$ cat config.mk
export PLATFORM = sky130hd
export DESIGN_NAME = max_stream_seq
export DESIGN_NICKNAME = d
export VERILOG_FILES = /design/src/rtl/max_pkg.sv /design/src/rtl/max_cmp.sv /design/src/rtl/max_stream_seq.sv
export SDC_FILE = /design/constraint.sdc
export NUM_CORES = 1
export LEC_CHECK = 0
export BUFFER_PORTS_ARGS = -buffer_cell sky130_fd_sc_hd__buf_2
export CORE_MARGIN = 5
export CORE_UTILIZATION = 45
export CTS_CLUSTER_DIAMETER = 50
export DETAILED_ROUTE_END_ITERATION = 16
export GPL_TIMING_DRIVEN = 0
export PLACE_DENSITY = 0.77
export SYNTH_ARGS = -nofsm -noshare
export SYNTH_HDL_FRONTEND = slang
export SYNTH_SLANG_ARGS = --single-unit
$ cat constraint.sdc
create_clock -name clk -period 5.6 [get_ports clk]
set_input_delay 0.56 -clock clk [delete_from_list [all_inputs] [get_ports clk]]
set_output_delay 0.56 -clock clk [all_outputs]
set_load 0.05 [all_outputs]
$ cat src/rtl/max_pkg.sv
// Shared definitions for the max/compare partitions: default operand sizing
// and the packet-sequencer state encoding.
package max_pkg;

    localparam int MAX_W = 8;
    localparam int MAX_N = 16;

    typedef enum logic [1:0] {
        IDLE,
        ACCUM,
        DONE
    } state_t;

endpackage

$ cat src/rtl/max_cmp.sv
// Unsigned magnitude comparator, kept as its own partition so an approximate
// implementation can be dropped in without touching the sequencer.
module max_cmp #(
    parameter int W = 8
) (
    input  logic [W-1:0] a,
    input  logic [W-1:0] b,
    output logic         a_gt_b
);

    assign a_gt_b = (a > b);

endmodule

$ cat src/rtl/max_stream_seq.sv
// Packet sequencer: streams up to N words through one shared comparator and
// reports max, first-occurrence index, word count and forced-close flag.
module max_stream_seq
    import max_pkg::*;
#(
    parameter int W  = MAX_W,
    parameter int N  = MAX_N,
    parameter int IW = $clog2(N),
    parameter int CW = $clog2(N + 1)
) (
    input  logic          clk,
    input  logic          rst,
    input  logic          in_valid,
    output logic          in_ready,
    input  logic [W-1:0]  in_data,
    input  logic          in_last,
    output logic          out_valid,
    input  logic          out_ready,
    output logic [W-1:0]  out_max,
    output logic [IW-1:0] out_idx,
    output logic [CW-1:0] out_cnt,
    output logic          out_trunc
);

    state_t        r_state;
    logic [W-1:0]  r_max;
    logic [IW-1:0] r_idx;
    logic [CW-1:0] r_cnt;
    logic          r_trunc;
    logic          r_in_ready;
    logic          r_out_valid;

    logic          w_accept;
    logic          w_gt;
    logic [CW-1:0] w_cnt_inc;
    logic          w_at_cap;

    assign w_accept  = in_valid && r_in_ready;
    assign w_cnt_inc = r_cnt + CW'(1);
    assign w_at_cap  = (w_cnt_inc == CW'(N));

    max_cmp #(.W(W)) u_cmp (
        .a      (in_data),
        .b      (r_max),
        .a_gt_b (w_gt)
    );

    // NOTE: in_ready/out_valid are registered alongside the state so that
    // neither handshake has a combinational path from the other side.
    always_ff @(posedge clk or posedge rst) begin
        if (rst) begin
            r_state     <= IDLE;
            r_max       <= '0;
            r_idx       <= '0;
            r_cnt       <= '0;
            r_trunc     <= 1'b0;
            r_in_ready  <= 1'b0;
            r_out_valid <= 1'b0;
        end else begin
            case (r_state)
                IDLE: begin
                    r_in_ready <= 1'b1;
                    if (w_accept) begin
                        r_max <= in_data;
                        r_idx <= '0;
                        r_cnt <= CW'(1);
                        if (in_last) begin
                            r_state     <= DONE;
                            r_in_ready  <= 1'b0;
                            r_out_valid <= 1'b1;
                        end else begin
                            r_state <= ACCUM;
                        end
                    end
                end
                ACCUM: begin
                    if (w_accept) begin
                        if (w_gt) begin
                            r_max <= in_data;
                            r_idx <= IW'(r_cnt);
                        end
                        r_cnt <= w_cnt_inc;
                        // The Nth word closes the packet even without in_last.
                        if (in_last || w_at_cap) begin
                            r_state     <= DONE;
                            r_trunc     <= !in_last;
                            r_in_ready  <= 1'b0;
                            r_out_valid <= 1'b1;
                        end
                    end
                end
                DONE: begin
                    if (out_ready) begin
                        r_state     <= IDLE;
                        r_trunc     <= 1'b0;
                        r_in_ready  <= 1'b1;
                        r_out_valid <= 1'b0;
                    end
                end
                default: begin
                    r_state     <= IDLE;
                    r_in_ready  <= 1'b0;
                    r_out_valid <= 1'b0;
                end
            endcase
        end
    end

    assign in_ready  = r_in_ready;
    assign out_valid = r_out_valid;
    assign out_max   = r_max;
    assign out_idx   = r_idx;
    assign out_cnt   = r_cnt;
    assign out_trunc = r_trunc;

endmodule

==> impl_metrics.toml, run 1 <==
[timing]
min_period_ns = 2.10
hold_viol_final = 0
finalClockSkew_ns = 0.00925
setup_violations = 0
relSlewSlack = 0.431
maxSlewViolCount = 0
rsz0062_at_grt = "false"
timing.final.crit_share = 0.375
setup_tns_ns = 0
worst_pin_slew_ns = 0.852
max_clock_freq_mhz = 476

[logic_synthesis]
syn_area_per_cell_sq_um = 10.2
synth-simple-area-share = 0.164
syn_nets = 146
synth_top_family_by_area = "compound AO/OA/AOI/OAI gates"
synth.mux.area_fraction = 0.0946
ys_ff_latch = 22
synth_xor_area_frac = 0
synth_area_leaders = "dfrtp_1, mux2_4, ha_1"
synth_top_area_frac = 0.433
yosys.area.top_type = "dfrtp_1"
synth_compound_area_frac = 0.178
synth.yosys.seq_area_share = 0.433
synth_fa_ha_area_frac = 0.0887
syn_inst = 124
synth_warnings = 0
netlist_area_sq_um = 1270
synth_cell_types = 28

[clock_network]
cts_buffers = 3
cts-resized-gates = 0
cts-htree-levels = 1
cts_hold_buf = 0
clockBufferDepth = 2
postCtsSetupBuffers = 0
cts_tree = "done"
clk_pin_slew_ns = 0.12
numClockSinks = 22
cts-root-buf = "clkbuf_4"
clkLatencyLatePin_ns = 0.31

[final_layout]
design_area_sq_um = 1510
area_growth_pct = 18.5
drive_gt1_frac = 0.325
nets = 183
antenna_cells = 0
nFillCells = 252
utilization = 0.551

[die]
num_rows = 19
initial_core_util = 0.465
core-area_sq_um = 2730
dieArea_sq_um = 3980
die_h_um = 63.1
pin_count = 33
die_w_um = 63.1

[global_route]
grt_pass1_wl_mm = 4.60
antenna_found_initial = 0
grtUsageTotal = 0.139
grt-ovfl-total = 0
grt_max_degree = 23
grt_pass1_vias = 1051

[power]
power_mw = 0.841
p_leak_nw = 0.746
power-per-cell-area_nw_per_um2 = 559
power_frac_comb = 0.585
switching_power_mw = 0.433
clkPwrFrac = 0.104
intPower_mw = 0.408
switching_share = 0.515
vdd_drop_max_mv = 0.325
p_seq_frac = 0.311

[setup_path]
crit_type = "flip-flop to flip-flop"
worstPathRequired_ns = 5.80
crit_path_max_fanout = 9
startpoint_type = "flip-flop"
endpoint_kind = "flip-flop"
arrival_ns = 2.30

[hold_path]
hp-class = "input port to async pin"

[routing]
vias_per_cell = 5.41
ant_nets = 0
drtPass1Iterations = 4
drtIter0Drc = 54
drc = 0
wirelength_mm = 2.72
vias = 1034
routedWlPerCell_um = 14.2

[placement]
portBuffers = 32
dp_hpwl_mm = 2.04
placed_cell_area_sq_um = 1470
routabilityCongestion = 0.763

[flow_run]
maxCapViolations = 0

[outcome]
status = "complete, no violations"
## flip-flops by register name, summed over array words and instances, names as in the netlist
| register | count |
|---|---|
| out_idx | 4 |
| out_cnt | 5 |
| in_ready | 1 |
| out_valid | 1 |
| r_state | 2 |
| out_max | 8 |
| out_trunc | 1 |
## power by group through the flow
stage,Clock [mW],Sequential [mW],Combinational (mW)
2_1_floorplan,0,0.427,0.222
3_3_place_gp,0,0.260,0.481
3_5_place_dp,0,0.266,0.493
4_1_cts,0.0909,0.263,0.496
5_1_grt,0.102,0.272,0.526
6_report,0.0876,0.262,0.492
## metrics by stage
step	hold slack (ns)	setup slack (ns)	cells
detailed placement	0.489	3.25	187
floorplan	0.495	3.35	124
global route	0.459	3.37	191
global placement	0.461	3.28	187
finish	0.398	3.50	191
CTS	0.422	3.50	191
## critical path, stage by stage, from the launching register on
cell and delay [ns]:
dfrtp_1 0.40, inv_1 0.05, ha_1 0.33, nand4_2 0.18, o22ai_1 0.13, nor3b_4 0.46, nor2_8 0.13, mux2_4 0.32
## area by class of cell
type                            instances  area [sq um]  area share
Multi-Input combinational cell         88           667       0.443
Inverter                               12          45.0      0.0299
Sequential cell                        22           551       0.366
Buffer                                  2          7.51     0.00499
Clock buffer                            4          36.3      0.0241
Tap cell                               31          38.8      0.0258
Timing Repair Buffer                   32           160       0.106
## cells in the mapped netlist
master	number
o211ai_1	1
o31ai_4	1
nor3b_4	1
nand2b_1	2
nor2_8	1
a41oi_1	1
nand4_2	1
and3_1	1
nand3_1	7
clkbuf_1	2
inv_1	11
dfrtp_1	22
nand4b_1	1
a32o_1	1
o21ai_0	16
a211oi_2	2
or2_2	1
nand2_1	16
and2_1	1
inv_2	1
ha_1	9
mux2_4	8
a22oi_1	1
nor3_1	2
nor2_1	3
o31ai_1	4
a21oi_1	6
o22ai_1	1
## cells in the final DEF (no fill, tap or decap), types with 2 or more instances in the layout
master	Yosys	final
nand2_1	16	16
mux2_4	8	8
o31ai_1	4	4
a211oi_2	2	2
inv_1	11	11
o21ai_0	16	16
buf_2	0	32
nand3_1	7	7
clkbuf_4	0	3
nor3_1	2	2
ha_1	9	9
nand2b_1	2	2
clkbuf_1	2	2
nor2_1	3	3
dfrtp_1	22	22
a21oi_1	6	6
## logic make-up (layout without fill, tap and decap cells)
logic type | count (synthesis) | count (layout)
buf+inv | 14 | 50
compound gates | 34 | 34
mux | 8 | 8
fa+ha+maj | 9 | 9
flops | 22 | 22
simple gates | 37 | 37
## path summary, 6_finish.rpt
path                                 start         end  slack, ns  depth (start not counted)
max in group asynchronous              rst    in_ready       4.67                          2
worst max register to register  out_max[7]  out_max[1]       3.50                          7
worst min register to register   out_valid   out_valid       0.50                          2
min in group clk                in_data[6]  out_max[6]       0.49                          2
worst max-delay path            out_max[7]  out_max[1]       3.50                          7
worst min-delay path                   rst  out_idx[0]       0.40                          2
## per-layer routing
| metal | share of wire | wire, um | global-route usage | up-vias |
|---|---|---|---|---|
| met5 | 0 | 0 | 0 | - |
| li1 | - | - | - | 517 |
| met1 | 0.46 | 1260 | 0.182 | 476 |
| met3 | 0.061 | 165 | 0.0302 | 5 |
| met2 | 0.46 | 1260 | 0.226 | 36 |
| met4 | 0.014 | 37 | 0.0504 | 0 |
Note: power is estimated with default switching activity, not from simulation.
==> inputs of run 2 (changes only) <==
- ABC_AREA: unset -> 1
- PLACE_DENSITY: 0.77 -> 0.79
- clock period: 5.6 -> 1.9 ns (I/O delays scaled with it)
==> run 2 against run 1 <==
Net effect: area after synthesis rose by 3.9%; sequential power rose to 3.3 times the previous value; clock power rose to 4.1 times the previous value; worst setup slack got worse by 3.3 ns; clock skew fell by 0.0082 ns; fmax rose by 23%; global-route usage fell by 0.20 points; hold slack got worse by 0.38 ns; non-clock buffer count rose by 2; die area rose by 3.3%.
==> impl_metrics.toml, run 2 <==
[outcome]
status = "complete, no violations"

[final_layout]
nets = 226
area_growth_pct = 19.1
nFillCells = 269
final_common_cell = "nand2_1"
drive_gt1_frac = 0.251
antenna_cells = 0
final_cell_mix = "nand2_1, buf_2, inv_1"
largest_reg_flops = 8

[logic_synthesis]
synth.yosys.seq_area_share = 0.417
synth_cell_types = 21
synth_warnings = 0
ys_ff_latch = 22
ys_top_cells_by_count = "nand2_1, inv_1, dfrtp_1"
synth_edf_count = 0
syn_area_per_cell_sq_um = 7.90
netlist_area_sq_um = 1320
synth_area_leaders = "dfrtp_1, nand2_1, ha_1"
synth_top_area_frac = 0.417
async_flop_share = 1.00
syn_inst = 167
synth-main-ff-cell = "dfrtp_1"
post-synth-top-count-cell = "nand2_1"
yosys.area.top_type = "dfrtp_1"
syn_nets = 189

[power]
power-per-cell-area_nw_per_um2 = 1980
p_leak_nw = 0.910
vdd_drop_max_mv = 1.31

[timing]
finalClockSkew_ns = 0.00104
setup_violations = 0
maxSlewViolCount = 0
timing.final.crit_share = 0.899
rsz0062_at_grt = "false"
worst_pin_slew_ns = 0.840
max_clock_freq_mhz = 585
relSlewSlack = 0.439
worst_hold_slack_ns = 0.0225
hold_viol_final = 0
min_period_ns = 1.71
setup_tns_ns = 0

[clock_network]
cts-resized-gates = 0
clockBufferDepth = 2
numClockSinks = 22
cts_buffers = 3
cts-htree-levels = 1
cts-root-buf = "clkbuf_4"
cts_tree = "done"
cts_hold_buf = 0
clk_pin_slew_ns = 0.13
clkLatencyLatePin_ns = 0.31
postCtsSetupBuffers = 0

[setup_path]
reg2reg_to = "out_idx[1]"
startpoint_type = "flip-flop"
endpoint_kind = "flip-flop"
crit_path_max_fanout = 10
arrival_ns = 1.93
reg2reg_depth = 14
rrSetupSlack_ns = 0.19
crit_type = "flip-flop to flip-flop"
reg2reg_from = "out_max[1]"
worstPathRequired_ns = 2.12

[routing]
routedWlPerCell_um = 11.8
ant_nets = 0
wirelength_mm = 2.76
drc = 0
drtPass1Iterations = 4
drtIter0Drc = 34
vias = 1189
vias_per_cell = 5.08

[global_route]
grt_max_degree = 23
antenna_found_initial = 0
grtUsageTotal = 0.137
grt_pass1_wl_mm = 4.75
grt-ovfl-total = 0
grt_pass1_vias = 1155

[placement]
portBuffers = 32
routabilityCongestion = 0.898
dp_hpwl_mm = 2.09

[die]
dieArea_sq_um = 4120
core-area_sq_um = 2780
die_w_um = 64.2
initial_core_util = 0.475
num_rows = 19
die_h_um = 64.2
pin_count = 33

[flow_run]
maxCapViolations = 0

[hold_path]
hp-class = "input port to async pin"
==> run 2: cell types whose count changed after synthesis, moves of 4 or more <==
cell | before | now
o31ai_1 | 4 | 0
inv_1 | 11 | 23
nand2_2 | 0 | 5
buf_6 | 0 | 4
nor2_1 | 3 | 10
mux2_4 | 8 | 0
nand4_1 | 0 | 5
nand2_1 | 16 | 50
nand3_1 | 7 | 18
o21ai_0 | 16 | 2
==> run 2: final cells by class <==
type                       instances  area [sq um]  area share
buffer                             4          45.0      0.0287
clock buffer                       3          22.5      0.0143
clock inverter                     1          30.0      0.0191
inverter                          24          90.1      0.0573
multi-input combinational        117           634       0.404
sequential                        22           551       0.350
tap                               31          38.8      0.0247
timing repair buffer              32           160       0.102
==> run 2: power by group <==
group	internal [mW]	switching, mW	leakage (nW)
Sequential	0.680	0.197	0.280
Clock	0.213	0.149	0.0279
Combinational	0.522	1.35	0.602
Total	1.42	1.70	0.910
==> run 2: worst max path at each step <==
stage | start | to | depth (start not counted)
floorplan | out_max[1] | out_max[5] | 14
global placement | out_max[1] | out_idx[3] | 14
detailed placement | out_max[1] | out_idx[1] | 14
CTS | out_max[1] | out_idx[1] | 14
global route | out_max[1] | out_idx[1] | 14
finish | out_max[1] | out_idx[1] | 14
==> run 2: kinds of logic (layout without fill, tap and decap cells) <==
family / count (synthesis) / after routing / share of synthesized area
adders and majority gates: 9 / 9 / 0.0853
DFF: 22 / 22 / 0.417
and+or+nand+nor: 93 / 93 / 0.328
buffers and inverters: 28 / 64 / 0.102
AOI/OAI and AO/OA: 15 / 15 / 0.0673
==> run 2: routing by layer <==
| metal | track usage | up-vias | wire, um |
|---|---|---|---|
| met4 | 0.0534 | 0 | 21 |
| met2 | 0.232 | 30 | 1310 |
| met5 | 0 | - | 0 |
| li1 | - | 606 | - |
| met1 | 0.174 | 549 | 1260 |
| met3 | 0.0228 | 4 | 162 |
==> run 2: metrics by stage <==
step | cells | instance area, sq um | power (mW) | worst slack [ns] | utilization
2_1_floorplan | 167 | 1320 | 2.35 | 0.0313 | -
3_3_place_gp | 230 | 1520 | 2.73 | 0.279 | 0.546
3_5_place_dp | 230 | 1520 | 2.76 | 0.248 | 0.546
4_1_cts | 234 | 1570 | 3.14 | 0.194 | 0.565
5_1_grt | 234 | 1570 | 3.37 | 0.00259 | 0.565
6_report | 234 | 1570 | 3.11 | 0.191 | 0.565
==> run 2: critical path, stage by stage, from the launching register on <==
cell and delay (ns):
dfrtp_1 0.39, inv_1 0.05, ha_1 0.29, inv_1 0.05, o21bai_1 0.12, nand2_1 0.07, nand2_1 0.07, nand2_1 0.05
nand2_1 0.07, nand2_2 0.07, nand2_4 0.09, nand2_4 0.06, buf_6 0.14, nand2_1 0.07, nand2_1 0.05
==> inputs of run 3 (changes only) <==
- CORE_UTILIZATION: 45 -> 47
- PLACE_DENSITY: 0.79 -> 0.82
==> run 3 against run 2 <==
Net effect: fmax is 3.0% higher; sequential power hardly changed; core utilization grew 0.39 points; cell count unchanged; largest cell class unchanged; combinational power about the same; die area down 3.6%.
==> impl_metrics.toml, run 3 (same netlist as run 2, synthesis figures left out) <==
[power]
power-per-cell-area_nw_per_um2 = 1940
power_frac_comb = 0.621
intPower_mw = 1.32
switching_power_mw = 1.70
switching_share = 0.563
p_leak_nw = 0.903
p_seq_frac = 0.290
clkPwrFrac = 0.090
vdd_drop_max_mv = 1.35

[hold_path]
hp-class = "input port to async pin"

[timing]
timing.final.crit_share = 0.873
finalClockSkew_ns = 0.00478
min_period_ns = 1.66
worst_pin_slew_ns = 0.847
relSlewSlack = 0.435
setup_violations = 0
hold_viol_final = 0
setup_tns_ns = 0
maxSlewViolCount = 0
max_clock_freq_mhz = 603
rsz0062_at_grt = "false"

[setup_path]
rrSetupSlack_ns = 0.24
crit_path_max_fanout = 10
crit_type = "flip-flop to flip-flop"
endpoint_kind = "flip-flop"
reg2reg_from = "out_max[1]"
arrival_ns = 1.89
worstPathRequired_ns = 2.13
startpoint_type = "flip-flop"
reg2reg_depth = 14
reg2reg_to = "out_max[7]"

[flow_run]
maxCapViolations = 0

[final_layout]
utilization = 0.569
area_growth_pct = 17.8
final_common_cell = "nand2_1"
largest_reg_flops = 8
drive_gt1_frac = 0.251
regArea_sq_um = 551
nFillCells = 259
antenna_cells = 0
nets = 226
multi_input_area_sq_um = 634
instances_no_fill = 234
final_cell_mix = "nand2_1, buf_2, inv_1"

[routing]
wirelength_mm = 2.79
ant_nets = 0
vias_per_cell = 4.99
drtPass1Iterations = 4
routedWlPerCell_um = 11.9
drc = 0
vias = 1168
drtIter0Drc = 33

[placement]
placed_cells = 230
portBuffers = 32
dp_hpwl_mm = 2.12
routabilityCongestion = 0.872

[global_route]
grt-ovfl-total = 0
grt_pass1_wl_mm = 5.06
grt_pass1_vias = 1167
grt_max_degree = 23
grtUsageTotal = 0.156
antenna_found_initial = 0

[clock_network]
postCtsSetupBuffers = 0
cts_hold_buf = 0
clkLatencyLatePin_ns = 0.32
cts-htree-levels = 1
cts-root-buf = "clkbuf_4"
cts-resized-gates = 0
cts_buffers = 3
clockBufferDepth = 2
cts_tree = "done"
clk_pin_slew_ns = 0.13
numClockSinks = 22

[die]
dieArea_sq_um = 3970
pin_count = 33
num_rows = 19
die_h_um = 63.0
initial_core_util = 0.483
die_w_um = 63.0
core-area_sq_um = 2730

[outcome]
status = "complete, no violations"
-- run 3: cell count changes in the layout (fill, tap and decap cells not counted), sizes merged --
cell    previous run  this run
bufinv             1         0
clkbuf             3         4
-- run 3: worst max-delay path by stage --
stage               start         end  cells past startpoint
3_3_place_gp   out_max[1]  out_idx[2]                     14
3_5_place_dp   out_max[1]  out_idx[0]                     14
2_1_floorplan  out_max[1]  out_max[5]                     14
5_1_grt        out_max[1]  out_idx[1]                     14
4_1_cts        out_max[1]  out_idx[0]                     14
6_report       out_max[1]  out_max[7]                     14
-- run 3: stage by stage --
| step | setup slack [ns] | instance area, sq um | power [mW] | hold slack [ns] |
|---|---|---|---|---|
| 2_1_floorplan | 0.0313 | 1320 | 2.35 | 0.179 |
| 3_3_place_gp | 0.282 | 1520 | 2.72 | 0.385 |
| 3_5_place_dp | 0.243 | 1520 | 2.77 | 0.393 |
| 4_1_cts | 0.222 | 1560 | 3.04 | 0.0333 |
| 5_1_grt | 0.0542 | 1560 | 3.29 | 0.0202 |
| 6_report | 0.242 | 1560 | 3.02 | 0.0104 |
-- run 3: final cells by class --
class / count / area share
Multi-Input combinational cell: 117 / 0.408
Sequential cell: 22 / 0.354
Timing Repair Buffer: 32 / 0.103
Inverter: 24 / 0.0579
Buffer: 4 / 0.0290
Tap cell: 31 / 0.0249
Clock buffer: 4 / 0.0233
-- run 3: worst max-delay path, cell delays in order (launching register included) --
cell      delay [ns]
dfrtp_1         0.39
inv_1           0.05
ha_1            0.28
inv_1           0.04
o21bai_1        0.12
nand2_1         0.06
nand2_1         0.06
nand2_1         0.04
nand2_1         0.06
nand2_2         0.06
nand2_4         0.09
nand2_4         0.06
buf_6           0.14
nand2_1         0.05
nand2_1         0.05
-- run 3: layer usage --
| layer | routed length (um) | up-vias | global-route usage |
|---|---|---|---|
| met5 | 0 | - | 0 |
| met4 | 49 | 0 | 0.0610 |
| met3 | 154 | 5 | 0.0522 |
| met2 | 1390 | 23 | 0.268 |
| met1 | 1190 | 534 | 0.177 |
| li1 | - | 606 | - |
-- run 3: power groups by stage --
| stage | combinational [mW] | clock, mW | sequential [mW] |
|---|---|---|---|
| after global routing | 2.08 | 0.299 | 0.914 |
| final | 1.87 | 0.271 | 0.874 |
| after global placement | 1.85 | 0 | 0.878 |
| after CTS | 1.89 | 0.279 | 0.875 |
| after floorplan | 0.823 | 0 | 1.53 |
| after detailed placement | 1.88 | 0 | 0.887 |
